--- config.mk ---
export PLATFORM = sky130hd
export DESIGN_NAME = mult_rr_sched
export DESIGN_NICKNAME = d
export VERILOG_FILES = /design/src/rtl/mult_rr_sched_pkg.sv /design/src/rtl/mult.sv /design/src/rtl/mult_rr_sched_rr_arbiter.sv /design/src/rtl/mult_rr_sched.sv
export SDC_FILE = /design/constraint.sdc
export NUM_CORES = 2
export LEC_CHECK = 0
export CORE_MARGIN = 1.5
export CORE_UTILIZATION = 40
export DETAILED_ROUTE_END_ITERATION = 10
export GPL_TIMING_DRIVEN = 1
export PLACE_DENSITY = 0.74
export RECOVER_POWER = 25
export SLEW_MARGIN = 0
export SYNTH_ARGS = -nofsm -noshare
export SYNTH_HDL_FRONTEND = slang
export SYNTH_SLANG_ARGS = --single-unit
export TNS_END_PERCENT = 100
--- constraint.sdc ---
create_clock -name clk -period 8.35 [get_ports clk]
set_input_delay 1.67 -clock clk [delete_from_list [all_inputs] [get_ports clk]]
set_output_delay 1.67 -clock clk [all_outputs]
set_load 0.02 [all_outputs]
--- src/rtl/mult_rr_sched_pkg.sv ---
// Shared types for the RNS multiplier scheduler: slot vectors, widened products,
// requester tag and the per-slot product helper.
package mult_rr_sched_pkg;

    localparam int N_SLOTS        = 4;
    localparam int RNS_PRIME_BITS = 16;
    localparam int MULT_WIDE_BITS = 2 * RNS_PRIME_BITS + 1;
    localparam int NUM_REQ_DEF    = 4;
    localparam int REQ_ID_W       = $clog2(NUM_REQ_DEF);

    typedef logic [N_SLOTS-1:0][RNS_PRIME_BITS-1:0] vec_t;
    typedef logic [N_SLOTS-1:0][MULT_WIDE_BITS-1:0] wide_vec_t;
    typedef logic [REQ_ID_W-1:0]                    req_id_t;

    // Full-width unsigned product with one spare MSB so the modular reducer
    // downstream can use a single representation for sums and products.
    function automatic logic [MULT_WIDE_BITS-1:0] slot_mul(
        input logic [RNS_PRIME_BITS-1:0] a,
        input logic [RNS_PRIME_BITS-1:0] b
    );
        logic [2*RNS_PRIME_BITS-1:0] p;
        p = a * b;
        return {1'b0, p};
    endfunction

endpackage

--- src/rtl/mult.sv ---
// Slot-wise RNS vector multiplier: purely combinational, no modular reduction.
module mult
    import mult_rr_sched_pkg::*;
(
    input  vec_t      a,
    input  vec_t      b,
    output wide_vec_t prod
);

    always_comb begin
        prod = '0;
        for (int s = 0; s < N_SLOTS; s++) begin
            prod[s] = slot_mul(a[s], b[s]);
        end
    end

endmodule

--- src/rtl/mult_rr_sched_rr_arbiter.sv ---
// N-way round-robin arbiter: search starts at the pointer, pointer moves past
// the winner only when the grant is actually taken (en high).
module rr_arbiter #(
    parameter int N    = 4,
    parameter int ID_W = $clog2(N)
) (
    input  logic            clk,
    input  logic            rst_n,
    input  logic [N-1:0]    req,
    input  logic            en,
    output logic [N-1:0]    gnt,
    output logic [ID_W-1:0] gnt_id,
    output logic            gnt_valid
);

    localparam logic [ID_W:0]   N_EXT = (ID_W + 1)'(N);
    localparam logic [ID_W-1:0] LAST  = ID_W'(N - 1);

    logic [ID_W-1:0] ptr;
    logic [ID_W-1:0] ptr_next;
    logic [ID_W-1:0] off;
    logic [N-1:0]    rot;
    logic [ID_W:0]   sum;

    // Rotate so the pointer position lands on bit 0; the lowest set bit of the
    // rotated vector is then the winner's distance from the pointer.
    always_comb begin
        rot       = N'({req, req} >> ptr);
        gnt_valid = |req;
        off       = '0;
        for (int i = N - 1; i >= 0; i--) begin
            if (rot[i]) off = ID_W'(i);
        end
        sum = {1'b0, ptr} + {1'b0, off};
        if (sum >= N_EXT) sum = sum - N_EXT;
        gnt_id = sum[ID_W-1:0];
        gnt    = '0;
        if (en && gnt_valid) gnt[gnt_id] = 1'b1;
        ptr_next = (gnt_id == LAST) ? '0 : gnt_id + ID_W'(1);
    end

    always_ff @(posedge clk or negedge rst_n) begin
        if (!rst_n) begin
            ptr <= '0;
        end else if (en && gnt_valid) begin
            ptr <= ptr_next;
        end
    end

endmodule

--- src/rtl/mult_rr_sched.sv ---
// Shares one slot-wise multiplier among NUM_REQ requesters; products return tagged
// with the requester id. Define MULT_RR_SCHED_PERF_EN for grant/stall counters.
module mult_rr_sched
    import mult_rr_sched_pkg::*;
#(
    parameter int NUM_REQ     = 4,
    parameter int PIPE_STAGES = 2,
    parameter int ID_W        = $clog2(NUM_REQ)
) (
    input  logic                    clk,
    input  logic                    rst_n,
    input  logic [NUM_REQ-1:0]      req_valid,
    output logic [NUM_REQ-1:0]      req_ready,
    input  vec_t [NUM_REQ-1:0]      req_a,
    input  vec_t [NUM_REQ-1:0]      req_b,
    output logic                    resp_valid,
    input  logic                    resp_ready,
    output logic [ID_W-1:0]         resp_id,
    output wide_vec_t               resp_prod,
    output logic                    busy
`ifdef MULT_RR_SCHED_PERF_EN
    ,
    output logic [NUM_REQ-1:0][31:0] perf_grants,
    output logic [31:0]              perf_stall
`endif
);

    logic [PIPE_STAGES:1] stg_valid;
    logic [PIPE_STAGES:1] stg_en;
    logic [ID_W-1:0]      stg_id   [1:PIPE_STAGES];
    wide_vec_t            stg_prod [1:PIPE_STAGES];

    logic            stall;
    logic            can_accept;
    logic            chain;
    logic            accept;
    logic            gnt_valid;
    logic [ID_W-1:0] gnt_id;
    vec_t            a_sel;
    vec_t            b_sel;
    wide_vec_t       mult_prod;

    assign stall      = stg_valid[PIPE_STAGES] & ~resp_ready;
    assign can_accept = ~stall | ~stg_valid[1];
    assign accept     = gnt_valid & can_accept;

    // A stage may load whenever it is empty or its successor is loading, so
    // bubbles are squeezed out even while the output is back-pressured.
    always_comb begin
        chain                = ~stg_valid[PIPE_STAGES] | resp_ready;
        stg_en               = '0;
        stg_en[PIPE_STAGES]  = chain;
        for (int k = PIPE_STAGES - 1; k >= 1; k--) begin
            chain     = ~stg_valid[k] | chain;
            stg_en[k] = chain;
        end
    end

    rr_arbiter #(
        .N    (NUM_REQ),
        .ID_W (ID_W)
    ) u_arb (
        .clk       (clk),
        .rst_n     (rst_n),
        .req       (req_valid),
        .en        (can_accept),
        .gnt       (req_ready),
        .gnt_id    (gnt_id),
        .gnt_valid (gnt_valid)
    );

    assign a_sel = req_a[gnt_id];
    assign b_sel = req_b[gnt_id];

    mult u_mult (
        .a    (a_sel),
        .b    (b_sel),
        .prod (mult_prod)
    );

    always_ff @(posedge clk or negedge rst_n) begin
        if (!rst_n) begin
            stg_valid <= '0;
            for (int k = 1; k <= PIPE_STAGES; k++) begin
                stg_id[k]   <= '0;
                stg_prod[k] <= '0;
            end
        end else begin
            if (stg_en[1]) begin
                stg_valid[1] <= accept;
                if (accept) begin
                    stg_id[1]   <= gnt_id;
                    stg_prod[1] <= mult_prod;
                end
            end
            for (int k = 2; k <= PIPE_STAGES; k++) begin
                if (stg_en[k]) begin
                    stg_valid[k] <= stg_valid[k-1];
                    if (stg_valid[k-1]) begin
                        stg_id[k]   <= stg_id[k-1];
                        stg_prod[k] <= stg_prod[k-1];
                    end
                end
            end
        end
    end

    assign resp_valid = stg_valid[PIPE_STAGES];
    assign resp_id    = stg_id[PIPE_STAGES];
    assign resp_prod  = stg_prod[PIPE_STAGES];
    assign busy       = |stg_valid;

`ifdef MULT_RR_SCHED_PERF_EN
    always_ff @(posedge clk or negedge rst_n) begin
        if (!rst_n) begin
            perf_grants <= '0;
            perf_stall  <= '0;
        end else begin
            for (int i = 0; i < NUM_REQ; i++) begin
                if (req_valid[i] && req_ready[i] && perf_grants[i] != '1) begin
                    perf_grants[i] <= perf_grants[i] + 32'd1;
                end
            end
            if (stall && perf_stall != '1) begin
                perf_stall <= perf_stall + 32'd1;
            end
        end
    end
`endif

endmodule
# == After elaboration in Yosys (flattened, before gate mapping) ==
# Cells that the tools add are included.
# totals
regBits,264
inputBits,519
# op_classes
add_sub_neg,3
multipliers,4
order_cmp,3
n_eq_ne,1
shifts,1
mux,13
bitwise,9
reduce_logical,6
# op_table
op,count
64-bit binary-select mux with 2-bit select,2
16-bit by 16-bit multiplier with 32-bit output,4
64-bit two-way mux,2
2-bit two-way mux,6
8-bit by 2-bit >> shifter with 4-bit output,1
4-bit two-way mux,1
1-bit NOT,4
2-bit AND reduction,2
4-bit OR reduction,1
2-bit by 2-bit adder with 3-bit output,1
3-bit greater-or-equal comparator (second input constant),1
2-bit by 3-bit less-than comparator with 1-bit output (second input constant),1
1-bit bitwise OR,3
2-bit by 1-bit adder with 2-bit output (second input constant),1
1-bit bitwise AND,2
1-bit demux with 2-bit select,1
2-bit equality test (second input constant),1
2-bit by 1-bit greater-or-equal comparator with 1-bit output (second input constant),1
1-bit logical AND,2
2-bit OR reduction,1
2-bit by 1-bit subtractor with 2-bit output (second input constant),1
1-bit two-way mux,1

# == Longest topological paths before layout ==
# depth
depth_word,13
ltp_mapped,35
mapped_depth_nobuf,31

# == By module ==
# Synthesis repeated with hierarchy kept, for this count alone.
# hier_totals
cells_unflattened,4870
hier_area_um2,48581.6
# modules_own_cells
module,n_inst,cells_each,area_per_inst_um2,seq_area_each_um2
mult,1,3964,34037.6,0.0
mult_rr_sched,1,863,14152.3,6756.5
rr_arbiter,1,43,391.6,50.0

# == Least setup slack after synthesis ==
# No wires, ideal clock.
# synth_path
path_type,input port to flip-flop
start,input port req_valid[0]
end,register stg_prod[192] (netlist name)
setup_time_ns,0.132
t_arrival_ns,9.274
required_time_ns,8.218
setup_slack_ns,-1.056
stages,30
path_buffers,4
path_cell_list,nor2_1 -> nand2_1 -> o21ai_0 -> o21ai_0 -> o221ai_1 -> ha_1 -> clkbuf_1 -> buf_2 -> clkbuf_1 -> mux4_2 -> buf_2 -> nand2_1 -> fa_1 -> fa_1 -> fa_1 -> fa_1 -> inv_1 -> fa_1 -> inv_1 -> fa_1 -> inv_1 -> ha_1 -> and3_1 -> a221oi_1 -> o21ai_0 -> a41o_1 -> o221a_2 -> a31oi_1 -> mux2i_1 -> nand4_1
# synth_between
elab_chain_len,11
word_cells_on_any_way,17
classes_between,add/sub: 2; mul: 1; order compare: 1; shift: 1; mux: 9; bitwise: 1; reduce/logical: 2
# synth_rtl
item,line,text
start: declaration,mult_rr_sched.sv:12,"input logic [NUM_REQ-1:0] req_valid,"
8-bit by 2-bit >> shifter with 4-bit output (*),mult_rr_sched_rr_arbiter.sv:28,"rot = N'({req, req} >> ptr);"
2-bit two-way mux (3 in a row),mult_rr_sched_rr_arbiter.sv:32,if (rot[i]) off = ID_W'(i);
2-bit two-way mux (*),mult_rr_sched_rr_arbiter.sv:32,
2-bit by 2-bit adder with 3-bit output (*),mult_rr_sched_rr_arbiter.sv:34,"sum = {1'b0, ptr} + {1'b0, off};"
3-bit greater-or-equal comparator or 2-bit by 1-bit subtractor with 2-bit output (tied branches),mult_rr_sched_rr_arbiter.sv:35,if (sum >= N_EXT) sum = sum - N_EXT;
2-bit two-way mux (*),mult_rr_sched_rr_arbiter.sv:35,
net gnt_id[0],mult_rr_sched.sv:38,logic [ID_W-1:0] gnt_id;
"64-bit binary-select mux with 2-bit select, on equally long branches","mult_rr_sched.sv:72, mult_rr_sched.sv:73",
"64-bit two-way mux, on equally long branches","mult_rr_sched.sv:72, mult_rr_sched.sv:73",
16-bit by 16-bit multiplier with 32-bit output (*),mult_rr_sched_pkg.sv:22,p = a * b;
end signal: indexed assignment,mult_rr_sched.sv:101,stg_prod[k] <= stg_prod[k-1];
end: declaration,mult_rr_sched.sv:31,wide_vec_t stg_prod [1:PIPE_STAGES];
# The timed path passes the listed nets; every way through them passes the cells marked *. The select of a mux whose other input is x is not followed.
# A chain may end at the register's enable or synchronous reset.

# == Worst setup path in the final report ==
# layout_path
start,input port req_valid[1]
end,register stg_prod[161] (netlist name)
# layout_between
elab_chain_len,11
word_cells_on_any_way,17
classes_between,add/sub: 2; mul: 1; order compare: 1; shift: 1; mux: 9; bitwise: 1; reduce/logical: 2
# layout_rtl
item,line
8-bit by 2-bit >> shifter with 4-bit output,mult_rr_sched_rr_arbiter.sv:28
2-bit two-way mux (4 in a row),mult_rr_sched_rr_arbiter.sv:32
2-bit by 2-bit adder with 3-bit output,mult_rr_sched_rr_arbiter.sv:34
3-bit greater-or-equal comparator or 2-bit by 1-bit subtractor with 2-bit output (tied branches),mult_rr_sched_rr_arbiter.sv:35
2-bit two-way mux,mult_rr_sched_rr_arbiter.sv:35
"64-bit binary-select mux with 2-bit select, on equally long branches","mult_rr_sched.sv:72, mult_rr_sched.sv:73"
"64-bit two-way mux, on equally long branches","mult_rr_sched.sv:72, mult_rr_sched.sv:73"
16-bit by 16-bit multiplier with 32-bit output,mult_rr_sched_pkg.sv:22
# Several ways; a longest one is shown, not always the timed one. The select of a mux whose other input is x is not followed.

==> impl_metrics.env <==
export IMPL_ys_types=70
export IMPL_crit_slowest_cell="fa_1"
export IMPL_hold_buffers=0
export IMPL_syn2layout_area_growth_pct=34.0
export IMPL_yosysTopAreaCellShare_pct=32.3
export IMPL_postRouteAntennaNets=0
export IMPL_numPortBuffers=654
export IMPL_first_iter_violations=2555
export IMPL_cp_start_kind="input pin"
export IMPL_ctsRootBufferMaster="clkbuf_16"
export IMPL_ys_warn_count=0
export IMPL_setup_viol=33
export IMPL_routedWlPerCell_um=19.6
export IMPL_synthSimpleGateAreaFrac_pct=13.5
export IMPL_tns_ps=-2610
export IMPL_rsz0062_at_grt="true"
export IMPL_first_global_vias=42500
export IMPL_postSynthAreaPerCell_um2=9.41
export IMPL_maxCapViolCount=1
export IMPL_fmax_mhz=117
export IMPL_clk_pin_slew_ps=60
export IMPL_cts_buffers=36
export IMPL_dp_cells=7694
export IMPL_clock_latency_ps=600
export IMPL_r2r_start="u_arb.ptr[0]"
export IMPL_drc_errors=0
export IMPL_synth_top_family_by_area="adder cells"
export IMPL_yosys_area_top_type="fa_1"
export IMPL_synthMuxAreaShare_pct=10.6
export IMPL_synth_edf_count=0
export IMPL_ys_flop_type="dfrtp_1"
export IMPL_synthAdderAreaFrac_pct=43.2
export IMPL_async_reset_ff_share_pct=100
export IMPL_drv_slew=183
export IMPL_required_ps=8820
export IMPL_pin_count=659
export IMPL_overflow=0
export IMPL_synth_xor_area_share_pct=1.80
export IMPL_grt_max_degree=101
export IMPL_rr_endpoint="stg_prod[161]"
export IMPL_hold_path_startpoint="stg_prod[234]"
export IMPL_max_stage_delay_ps=560
export IMPL_place_hpwl_um=125000
export IMPL_tightest_slew_ps=5880
export IMPL_holdWs_ps=474
export IMPL_path_max_fanout=8
export IMPL_grtUsageTotal_pct=24.8
export IMPL_antenna_found_initial=3
export IMPL_worst_setup_path_end_kind="register"
export IMPL_vias=40500
export IMPL_critPathMostFrequentCell="fa_1"
export IMPL_place_congestion=0.951
export IMPL_finClkSkew_ps=24.8
export IMPL_initial_utilization_pct=40.2
export IMPL_cts_num_sinks=264
export IMPL_die_w_um=350
export IMPL_slew_headroom_pct=-292
export IMPL_holdPathStages=2
export IMPL_coreArea_mm2=0.120
export IMPL_stdcell_count=7877
export IMPL_syn_area_mm2=0.0481
export IMPL_synth_compound_area_share_pct=5.43
export IMPL_cts_tree="yes"
export IMPL_grt_first_pass_wirelength_um=234000
export IMPL_rr_worst_depth=34
export IMPL_finish_net_count=7955
export IMPL_outcome="complete, but fails checks"
export IMPL_dr_pass1_iters=7
export IMPL_die_h_um=350
export IMPL_worst_ep_arrival_time_ps=8990
export IMPL_ys_ff_latch=264
export IMPL_r2r_slack_ps=270
export IMPL_yosys_top_cells_area="fa_1 32%, dfrtp_1 14%, ha_1 11%"
export IMPL_worstSetupPathType="input pin to register"
export IMPL_hold_violations=0
export IMPL_post_route_period_util_pct=102
export IMPL_fin_ws_ps=-164
export IMPL_yosysSeqAreaShare_pct=13.7
export IMPL_totalWireLength_um=155000
export IMPL_fin_crit_ps=8510
export IMPL_cts_max_level=2
export IMPL_clock_path_buffers=3
export IMPL_min_to="stg_prod[234]"
export IMPL_hp_class="register to register"
export IMPL_drive_gt1_share_pct=23.0
export IMPL_synthCells=5115
export IMPL_violations="max-capacitance violations, max-slew violations, negative setup slack"
export IMPL_via_per_inst=5.14
export IMPL_die_area_mm2=0.122
export IMPL_num_rows=127
-- worst max-delay path: cells and delay by family --
family | cells | cell delay, ps
AO/OA/AOI/OAI | 6 | 1120
XOR/XNOR | 1 | 170
adder cells (fa/ha/maj) | 8 | 3560
buffers and inverters | 10 | 1080
multiplexers | 2 | 460
AND/OR/NAND/NOR | 7 | 880
-- repair_timing --
item / 4_1_cts / 5_1_grt
buffers inserted: 48 / 67
cloned: 7 / 4
pin swaps: 63 / 159
setup endpoints to repair: 80 / 63
hold endpoints to repair: 0 / 0
gates resized for setup: 158 / 329
-- metrics by stage --
| step | utilization, % | cell area (um2) | setup WS, ps |
|---|---|---|---|
| global route | 53.9 | 64500 | -444 |
| floorplan | - | 48900 | -178 |
| CTS | 52.4 | 62700 | -83.1 |
| finish | 53.9 | 64500 | -164 |
| global placement | 50.3 | 60200 | -1470 |
| detailed placement | 50.3 | 60200 | -1550 |
-- cells in the final DEF (no fill, tap or decap), types with 40 or more instances in the layout --
master,count
inv_1,910
nor2_1,262
xnor2_1,48
buf_4,678
ha_1,386
nand2_1,724
o21ai_0,86
dfrtp_1,264
fa_1,747
mux2i_1,70
xor2_1,40
buf_6,51
nor2b_1,46
clkdlybuf4s50_1,648
mux2_2,159
mux4_2,91
a21o_1,44
and2_1,186
a21oi_1,73
-- Yosys cell counts (10+ instances only) --
| cell type | instances |
|---|---|
| inv_1 | 948 |
| fa_1 | 776 |
| nand2_1 | 747 |
| ha_1 | 421 |
| nor2_1 | 287 |
| dfrtp_1 | 264 |
| and2_1 | 191 |
| mux2_2 | 173 |
| buf_4 | 143 |
| o21ai_0 | 139 |
| a21oi_1 | 108 |
| buf_2 | 107 |
| mux2i_1 | 100 |
| mux4_2 | 91 |
| clkbuf_1 | 82 |
| nor2b_1 | 58 |
| xnor2_1 | 52 |
| a21o_1 | 44 |
| xor2_1 | 44 |
| nand2b_1 | 40 |
| nand3_1 | 39 |
| nor3_1 | 31 |
| a211oi_1 | 19 |
| o21bai_1 | 17 |
| o21a_1 | 16 |
| a31oi_1 | 15 |
| and3_1 | 15 |
| nand4_1 | 14 |
| o31ai_1 | 12 |
| o211ai_1 | 10 |
| or2_2 | 10 |
-- area by class of cell --
| class | count | area (um2) |
|---|---|---|
| Tap cell | 1612 | 2020 |
| Sequential cell | 264 | 6610 |
| Multi-Input combinational cell | 3556 | 37900 |
| Clock buffer | 46 | 1010 |
| Timing Repair Buffer | 1429 | 13200 |
| Fill cell | 10500 | 55200 |
| Clock inverter | 16 | 236 |
| Inverter | 952 | 3600 |
| Antenna cell | 2 | 5.00 |
-- how the worst max path moves through the flow --
stage                 startpoint       endpoint  depth (start not counted)
global placement    req_valid[2]  stg_prod[260]                         34
global route        req_valid[1]  stg_prod[228]                         33
CTS                 req_valid[0]  stg_prod[228]                         31
floorplan           req_valid[1]  stg_prod[228]                         29
finish              req_valid[1]  stg_prod[161]                         34
detailed placement  req_valid[0]  stg_prod[260]                         32
-- layer usage --
metal | wire length [um] | track usage [%] | vias to the layer above | part of all wire (%)
li1 | - | - | 18100 | -
met1 | 62800 | 32.0 | 20500 | 41
met2 | 74100 | 41.4 | 1580 | 48
met3 | 11300 | 4.28 | 311 | 7.3
met4 | 6520 | 9.75 | 2 | 4.2
met5 | 13 | 0 | - | 0.0084
-- flip-flops by register name (all words and copies together), names as in the netlist --
register   cells
resp_prod    128
stg_prod     128
resp_id        2
stg_id         2
stg_valid      2
u_arb.ptr      2
-- kinds of logic (layout without fill, tap and decap cells) --
kind of cell	Yosys count	count (layout)
and+or+nand+nor	1461	1461
adders and majority gates	1197	1197
AOI/OAI and AO/OA	424	424
buffers and inverters	1301	2443
muxes	370	373
xor gates and xnor gates	97	97
other	1	6
DFF	264	264
Power is left out: the tool's default activity adds up to more than one toggle a clock period on the data nets, which glitch-free logic cannot reach.
